==> src/rtl/divider_pkg.sv <==
// Shared types and sizing helpers for the sequential restoring divider.
package divider_pkg;

  typedef enum logic [1:0] {
    IDLE = 2'd0,
    RUN  = 2'd1,
    DONE = 2'd2
  } state_t;

  localparam int unsigned DEF_WIDTH = 4;
  localparam int unsigned CNT_W     = $clog2(DEF_WIDTH);

  // Iteration counter width for a given operand width (never narrower than 1 bit).
  function automatic int unsigned cnt_width(input int unsigned width);
    return (width < 2) ? 1 : $clog2(width);
  endfunction

endpackage

==> src/rtl/subtractor_nb.sv <==
// N-bit ripple subtractor: a + ~b + 1 through a chain of full-adder cells.
module subtractor_nb #(
  parameter int unsigned N = 5
) (
  input  logic [N-1:0] a,
  input  logic [N-1:0] b,
  output logic [N-1:0] diff,
  output logic         no_borrow
);

  logic [N:0]   carry;
  logic [N-1:0] b_inv;

  assign b_inv    = ~b;
  assign carry[0] = 1'b1;

  // Full-adder cell per bit; final carry-out high means a >= b.
  for (genvar i = 0; i < N; i++) begin : g_fa
    logic p;
    assign p          = a[i] ^ b_inv[i];
    assign diff[i]    = p ^ carry[i];
    assign carry[i+1] = (a[i] & b_inv[i]) | (carry[i] & p);
  end

  assign no_borrow = carry[N];

endmodule

==> src/rtl/divider4b_seq.sv <==
// Sequential restoring unsigned divider with start/busy/done handshake.
module divider4b_seq
  import divider_pkg::*;
#(
  parameter int unsigned WIDTH = 4
) (
  input  logic             clk,
  input  logic             rst_n,
  input  logic             start,
  input  logic [WIDTH-1:0] dividend,
  input  logic [WIDTH-1:0] divisor,
  output logic             busy,
  output logic             done,
  output logic [WIDTH-1:0] quotient,
  output logic [WIDTH-1:0] remainder,
  output logic             div_by_zero
);

  localparam int unsigned CW = cnt_width(WIDTH);

  state_t state, state_next;

  logic [WIDTH-1:0] q_work, q_work_next;
  logic [WIDTH-1:0] rem_work, rem_work_next;
  logic [WIDTH-1:0] divisor_r, divisor_r_next;
  logic [CW-1:0]    cnt, cnt_next;
  logic [WIDTH-1:0] quotient_next, remainder_next;
  logic             dbz_next;

  logic [WIDTH:0]   shifted;
  logic [WIDTH:0]   trial;
  logic             no_borrow;
  logic             take;
  logic [WIDTH-1:0] step_q;
  logic [WIDTH-1:0] step_rem;

  assign shifted = {rem_work, q_work[WIDTH-1]};

  subtractor_nb #(
    .N(WIDTH + 1)
  ) u_sub (
    .a        (shifted),
    .b        ({1'b0, divisor_r}),
    .diff     (trial),
    .no_borrow(no_borrow)
  );

  // trial msb is always zero when there is no borrow since rem < divisor.
  assign take     = no_borrow & ~trial[WIDTH];
  assign step_rem = take ? trial[WIDTH-1:0] : shifted[WIDTH-1:0];
  assign step_q   = {q_work[WIDTH-2:0], take};

  // State register
  always_ff @(posedge clk) begin
    if (!rst_n) begin
      state <= IDLE;
    end else begin
      state <= state_next;
    end
  end

  // Next-state logic
  always_comb begin
    state_next = state;
    case (state)
      IDLE: if (start) state_next = (divisor == '0) ? DONE : RUN;
      RUN:  if (cnt == '0) state_next = DONE;
      DONE: state_next = IDLE;
      default: state_next = IDLE;
    endcase
  end

  // Datapath next values
  always_comb begin
    q_work_next    = q_work;
    rem_work_next  = rem_work;
    divisor_r_next = divisor_r;
    cnt_next       = cnt;
    quotient_next  = quotient;
    remainder_next = remainder;
    dbz_next       = div_by_zero;
    case (state)
      IDLE: begin
        if (start) begin
          q_work_next    = dividend;
          divisor_r_next = divisor;
          rem_work_next  = '0;
          dbz_next       = 1'b0;
          if (divisor == '0) begin
            quotient_next  = '1;
            remainder_next = dividend;
            dbz_next       = 1'b1;
            cnt_next       = '0;
          end else begin
            cnt_next = CW'(WIDTH - 1);
          end
        end
      end
      RUN: begin
        q_work_next   = step_q;
        rem_work_next = step_rem;
        if (cnt == '0) begin
          quotient_next  = step_q;
          remainder_next = step_rem;
        end else begin
          cnt_next = cnt - CW'(1);
        end
      end
      default: ;
    endcase
  end

  // Working, result and handshake registers
  always_ff @(posedge clk) begin
    if (!rst_n) begin
      q_work      <= '0;
      rem_work    <= '0;
      divisor_r   <= '0;
      cnt         <= '0;
      quotient    <= '0;
      remainder   <= '0;
      div_by_zero <= 1'b0;
      busy        <= 1'b0;
      done        <= 1'b0;
    end else begin
      q_work      <= q_work_next;
      rem_work    <= rem_work_next;
      divisor_r   <= divisor_r_next;
      cnt         <= cnt_next;
      quotient    <= quotient_next;
      remainder   <= remainder_next;
      div_by_zero <= dbz_next;
      busy        <= (state_next == RUN);
      done        <= (state_next == DONE);
    end
  end

endmodule

==> config.mk <==
export PLATFORM = sky130hd
export DESIGN_NAME = divider4b_seq
export DESIGN_NICKNAME = d
export VERILOG_FILES = /design/src/rtl/divider_pkg.sv /design/src/rtl/subtractor_nb.sv /design/src/rtl/divider4b_seq.sv
export SDC_FILE = /design/constraint.sdc
export NUM_CORES = 1
export LEC_CHECK = 0
export CORE_UTILIZATION = 25
export CTS_CLUSTER_SIZE = 10
export DETAILED_ROUTE_END_ITERATION = 8
export DONT_BUFFER_PORTS = 1
export PLACE_DENSITY = 0.42
export SLEW_MARGIN = 10
export SYNTH_ARGS = -nofsm -noshare
export SYNTH_HDL_FRONTEND = slang
export SYNTH_SLANG_ARGS = --single-unit
export TNS_END_PERCENT = 10
==> constraint.sdc <==
create_clock -name clk -period 4 [get_ports clk]
set_clock_uncertainty 0.05 [all_clocks]
set_input_delay 0.6 -clock clk [delete_from_list [all_inputs] [get_ports clk]]
set_output_delay 0.6 -clock clk [all_outputs]
set_load 0.01 [all_outputs]
**Word level (Yosys, flattened, before mapping)**

Index checks and enable logic that the tools add are counted.

- $add $sub $neg: 1
- Equal/unequal tests: 7
- Mux-type cells: 22
- Bitwise operators: 27
- Reductions and logical operators: 8

Operators with widths:

| cell | count |
|---|---|
| 2-to-1 mux 4 bit | 9 |
| one-hot mux 4 bit (2 select lines) | 4 |
| 2-to-1 mux 2 bit | 6 |
| AND 1 bit | 10 |
| bitwise XOR 1 bit | 9 |
| inequality test 2 bit (second input constant) | 4 |
| one-hot mux 2 bit (2 select lines) | 2 |
| inverter 4 -> 5 bit | 1 |
| OR 1 bit | 5 |
| equality test 2 x 1 -> 1 bit (second input constant) | 2 |
| logical NOT 2 bit | 2 |
| logical NOT 4 bit | 1 |
| AND reduction 2 bit | 2 |
| AND reduction 4 bit | 1 |
| AND reduction 3 bit | 1 |
| equality test 2 bit (second input constant) | 1 |
| inverter 1 bit | 2 |
| nonzero test 2 bit | 1 |
| subtractor 2 x 1 -> 2 bit (second input constant) | 1 |
| 2-to-1 mux 1 bit | 1 |

- Register bits after elaboration: 27
- Input port bits: 11
- Output and inout port bits: 11

**Longest topological paths before layout**

- Depth after elaboration: 15
- Gate-level depth with buffers: 12
- Mapped depth without buffers: 12

**Modules after synthesis**

From an unflattened synthesis, not the netlist that was laid out.

- Cells, all modules: 138
- Area total of the unflattened synthesis: 1342.5 sq um

Modules (own cells, without submodules):

| module | instances | cells an instance | area each (sq um) |
|---|---|---|---|
| divider4b_seq | 1 | 122 | 1208.7 |
| subtractor_nb | 1 | 16 | 133.9 |

**Worst setup path before layout**

No wires, ideal clock.

- Path type: flip-flop to flip-flop
- From: register q_work[3]
- To: register remainder[1]
- Library setup time: 116 ps
- Arrival: 2329 ps
- Setup slack: 1506 ps
- Stages on the path, launching flop included: 13
- Period minus slack after synthesis: 2494 ps
- Path through: dfxtp_1 > inv_1 > ha_1 > inv_1 > fa_1 > inv_1 > fa_1 > inv_1 > fa_1 > xor2_2 > mux2i_1 > a211oi_1 > a31o_1

- Cells in the longest elaborated chain, start to end: 14

RTL lines:

| element | RTL line | text |
|---|---|---|
| start, declared | divider4b_seq.sv:23 | `logic [WIDTH-1:0] q_work, q_work_next;` |
| start signal, assigned | divider4b_seq.sv:126 | `q_work <= q_work_next;` |
| AND 1 bit or bitwise XOR 1 bit (tied branches) | subtractor_nb.sv:22, subtractor_nb.sv:20 |  |
| OR 1 bit (*) | subtractor_nb.sv:22 | `assign carry[i+1] = (a[i] & b_inv[i]) \| (carry[i] & p);` |
| AND 1 bit | subtractor_nb.sv:22 |  |
| OR 1 bit | subtractor_nb.sv:22 |  |
| AND 1 bit | subtractor_nb.sv:22 |  |
| OR 1 bit | subtractor_nb.sv:22 |  |
| AND 1 bit | subtractor_nb.sv:22 |  |
| OR 1 bit | subtractor_nb.sv:22 |  |
| AND 1 bit or bitwise XOR 1 bit (tied branches) | subtractor_nb.sv:22, subtractor_nb.sv:21 |  |
| OR 1 bit or inverter 1 bit (tied branches) | subtractor_nb.sv:22, divider4b_seq.sv:49 |  |
| AND 1 bit | divider4b_seq.sv:49 | `assign take = no_borrow & ~trial[WIDTH];` |
| 2-to-1 mux 4 bit (*) | divider4b_seq.sv:50 | `assign step_rem = take ? trial[WIDTH-1:0] : shifted[WIDTH-1:0];` |
| 2-to-1 mux 4 bit (*) | divider4b_seq.sv:102 | `if (cnt == '0) begin` |
| one-hot mux 4 bit (2 select lines) (*) | divider4b_seq.sv:82 | `case (state)` |
| end signal, assigned | divider4b_seq.sv:131 | `remainder <= remainder_next;` |
| end, declared | divider4b_seq.sv:15 | `output logic [WIDTH-1:0] remainder,` |

Every way passes the cells marked *; elsewhere a longest branch is shown, timed or not. The select of a mux whose other input is x is not followed.
A chain may end at the register's enable or synchronous reset.

**Worst setup path in the final report**

Ends and elaborated chain as after synthesis.

==> summary.txt <==
Post-synth ARST share: 0%
Critical Path AT: 2.87 ns
Synth Net Count: 149
DIE AREA: 5410 µm²
synthesized area: 1280 µm²
Power per Cell Area: 438 nW/µm²
Post-DRT Antenna Nets: 0
Gate Count Post-Synth: 133
GRT Overall Usage: 10.9%
Final Hold Viols: 0
Root Driver: clkbuf_8
clk sinks: 27
vias in the first global route: 871
Synth Flop Type: dfxtp_1
Reg clk slew, reported paths: 0.11 ns
Met2 Wirelength: 1200 µm
clock network fraction of design power: 27.3%
total leakage power: 0.506 nW
Least-Margin Pin Slew: 0.945 ns
crit-path max FO: 6
Post-CTS Resized: 0
Setup crit end kind: flip-flop
post-route setup slack: 1.26 ns
crit path kind: reg -> reg
Fin Setup TNS: 0 ns
required time of the critical path: 4.12 ns
Max clock buf depth: 2
Comb pwr share: 20.1%
crit-path leading delay family: adder cells
Initial Utilization: 26.5%
DP Worst Slack: 1.27 ns
status: finished clean
average wire per standard cell: 13.6 µm
total power: 0.601 mW
PortBufs: 0
Die Span Y: 73.5 µm
sw power: 0.183 mW
clock buffer count from CTS: 3
Critical Path, Cell by Cell: inv_1 > ha_1 > inv_1 > fa_1 > inv_1 > fa_1 > inv_1 > fa_1 > xor2_2 > mux2i_1 > a211oi_1 > a31o_1
number of synthesized flops with an enable pin: 0
Yosys reg bits: 27
DRT Pass-1 Iters: 4
Sw Ratio: 30.5%
dpl hpwl: 1910 µm
# setup viols final: 0
YS warnings: 0
CTS tree: yes
count of cell types in the netlist: 36
count of pins over their slew limit: 0
Avg Inst Size Synth: 9.61 µm²
DR top layer: met4
Final min period: 2.74 ns
Final period util: 68.6%
Seq pwr share: 52.6%
Die Span X: 73.5 µm
Critical-path top delay cell: fa_1
num ports: 22
layout cells sized above 1: 6.98%
WL met3: 139 µm
metal1 wirelength: 1310 µm
# nets final: 146
Peak supply drop: 0.141 mV
hold buffer count at cts: 0
Buffers & Inverters on Critical Path: 4
Worst-Skew Late Latency: 0.28 ns
first-pass GRT wire length: 4330 µm
Vias/cell: 4.58
Fmax: 364 MHz
total of max-cap violations: 0
Rel. slew slack: 36.9%
postcts setup bufs: 0
Crit path largest cell delay: 0.43 ns
row cnt: 25
diode count: 0
DR iter-0 viols: 41
Vias: 897
pin count of the biggest net entering global routing: 30
register area share after synthesis: 42.3%
initial antenna violation count: 0
startpoint class of the critical path: flip-flop
drc violations: 0
H-tree depth: 1
Worst Hold Class: in -> reg
RSZ-0062 raised after global routing: no
internal power: 0.418 mW
most common cell type on the critical path: inv_1
Placer Congestion: 0.860
gr ovfl total: 0
P&R area growth vs syn: 7.34%
DRT Wirelength: 2670 µm
core area: 4820 µm²
## flip-flops by register name (all words and copies together) (netlist names)
name,flops
busy,1
cnt,2
div_by_zero,1
divisor_r,4
done,1
q_work,4
quotient,4
rem_work,4
remainder,4
state,2
## cells in the final DEF (no fill, tap or decap), types with 2 or more instances in the layout
cell type	instances
o311a_1	2
a211oi_1	2
a31o_1	2
o21ai_0	7
o21a_1	2
a22oi_1	2
nor3_1	3
nor2_1	11
clkbuf_8	3
fa_1	3
a2bb2oi_1	2
a21boi_0	2
a31oi_1	2
o211ai_1	2
mux2i_1	7
nor3b_1	3
ha_1	2
a21oi_1	6
nand2_1	6
inv_1	9
dfxtp_1	27
nor2b_1	10
and2_1	2
## per-layer routing
layer | vias up | track usage (%)
li1 | 452 | -
met1 | 427 | 13.9
met2 | 16 | 17.0
met3 | 2 | 3.43
met4 | 0 | 4.49
met5 | - | 0
## cells in the mapped netlist, types with 2 or more instances
library cell,number,area (µm²)
buf_4,2,15.0
nor2_1,11,41.3
nor2b_1,10,62.6
and2_1,2,12.5
o311a_1,2,20.0
nor3_1,3,15.0
o21ai_0,7,35.0
o211ai_1,2,15.0
a211oi_1,2,15.0
nand2_1,6,22.5
a22oi_1,2,15.0
fa_1,3,60.1
dfxtp_1,27,541
a2bb2oi_1,2,17.5
a21boi_0,2,15.0
clkbuf_1,5,18.8
mux2i_1,7,70.1
a31o_1,2,17.5
o21a_1,2,15.0
ha_1,2,25.0
a31oi_1,2,12.5
nor3b_1,3,22.5
inv_1,9,33.8
a21oi_1,6,30.0
## worst paths after layout
check	cells past startpoint	slack, ns	startpoint	to
setup / recovery	12	1.26	q_work[3]$_SDFFE_PN0P_	remainder[1]$_SDFFE_PN0P_
hold / removal	2	0.38	rst_n	q_work[0]$_SDFFE_PN0P_
setup reg to reg	12	1.26	q_work[3]$_SDFFE_PN0P_	remainder[1]$_SDFFE_PN0P_
hold reg to reg	2	0.47	rem_work[2]$_SDFFE_PN0P_	rem_work[2]$_SDFFE_PN0P_
## cell families (layout without fill, tap and decap cells)
family	after synthesis	count (layout)	share of synthesized area [%]
flip-flops	27	27	42.3
buffers and inverters	17	13	5.67
adder cells (fa/ha/maj)	5	5	6.65
XOR/XNOR	2	2	1.96
AND/OR/NAND/NOR	39	39	17.3
AO/OA/AOI/OAI	36	36	20.6
multiplexers	7	7	5.48
## power by group through the flow
stage	combinational, mW	clock, mW	sequential, mW
final	0.121	0.164	0.316
after global routing	0.135	0.183	0.320
after CTS	0.122	0.171	0.317
after detailed placement	0.122	0	0.323
after global placement	0.119	0	0.322
after floorplan	0.106	0	0.318
## final cells by class
type                            instances  area [µm²]
Inverter                                9        33.8
Fill cell                             543        3440
Multi-Input combinational cell         89         666
Clock inverter                          1        7.51
Sequential cell                        27         541
Tap cell                               67        83.8
Clock buffer                            3        41.3
## worst register-to-register path, stage by stage, from the launching register on
cell and delay, ns:
dfxtp_1 0.32, inv_1 0.07, ha_1 0.15, inv_1 0.05, fa_1 0.35, inv_1 0.08, fa_1 0.16, inv_1 0.05
fa_1 0.43, xor2_2 0.32, mux2i_1 0.30, a211oi_1 0.11, a31o_1 0.22
## stage by stage
stage	hold WS, ns	instances	utilization [%]	area, µm²
6_report	0.385	196	28.5	1370
5_1_grt	0.363	196	28.5	1370
4_1_cts	0.370	196	28.5	1370
3_5_place_dp	0.452	192	27.5	1320
3_3_place_gp	0.448	192	27.5	1320
2_1_floorplan	0.430	133	-	1280
No activity file was read; power rests on OpenSTA's default activity.
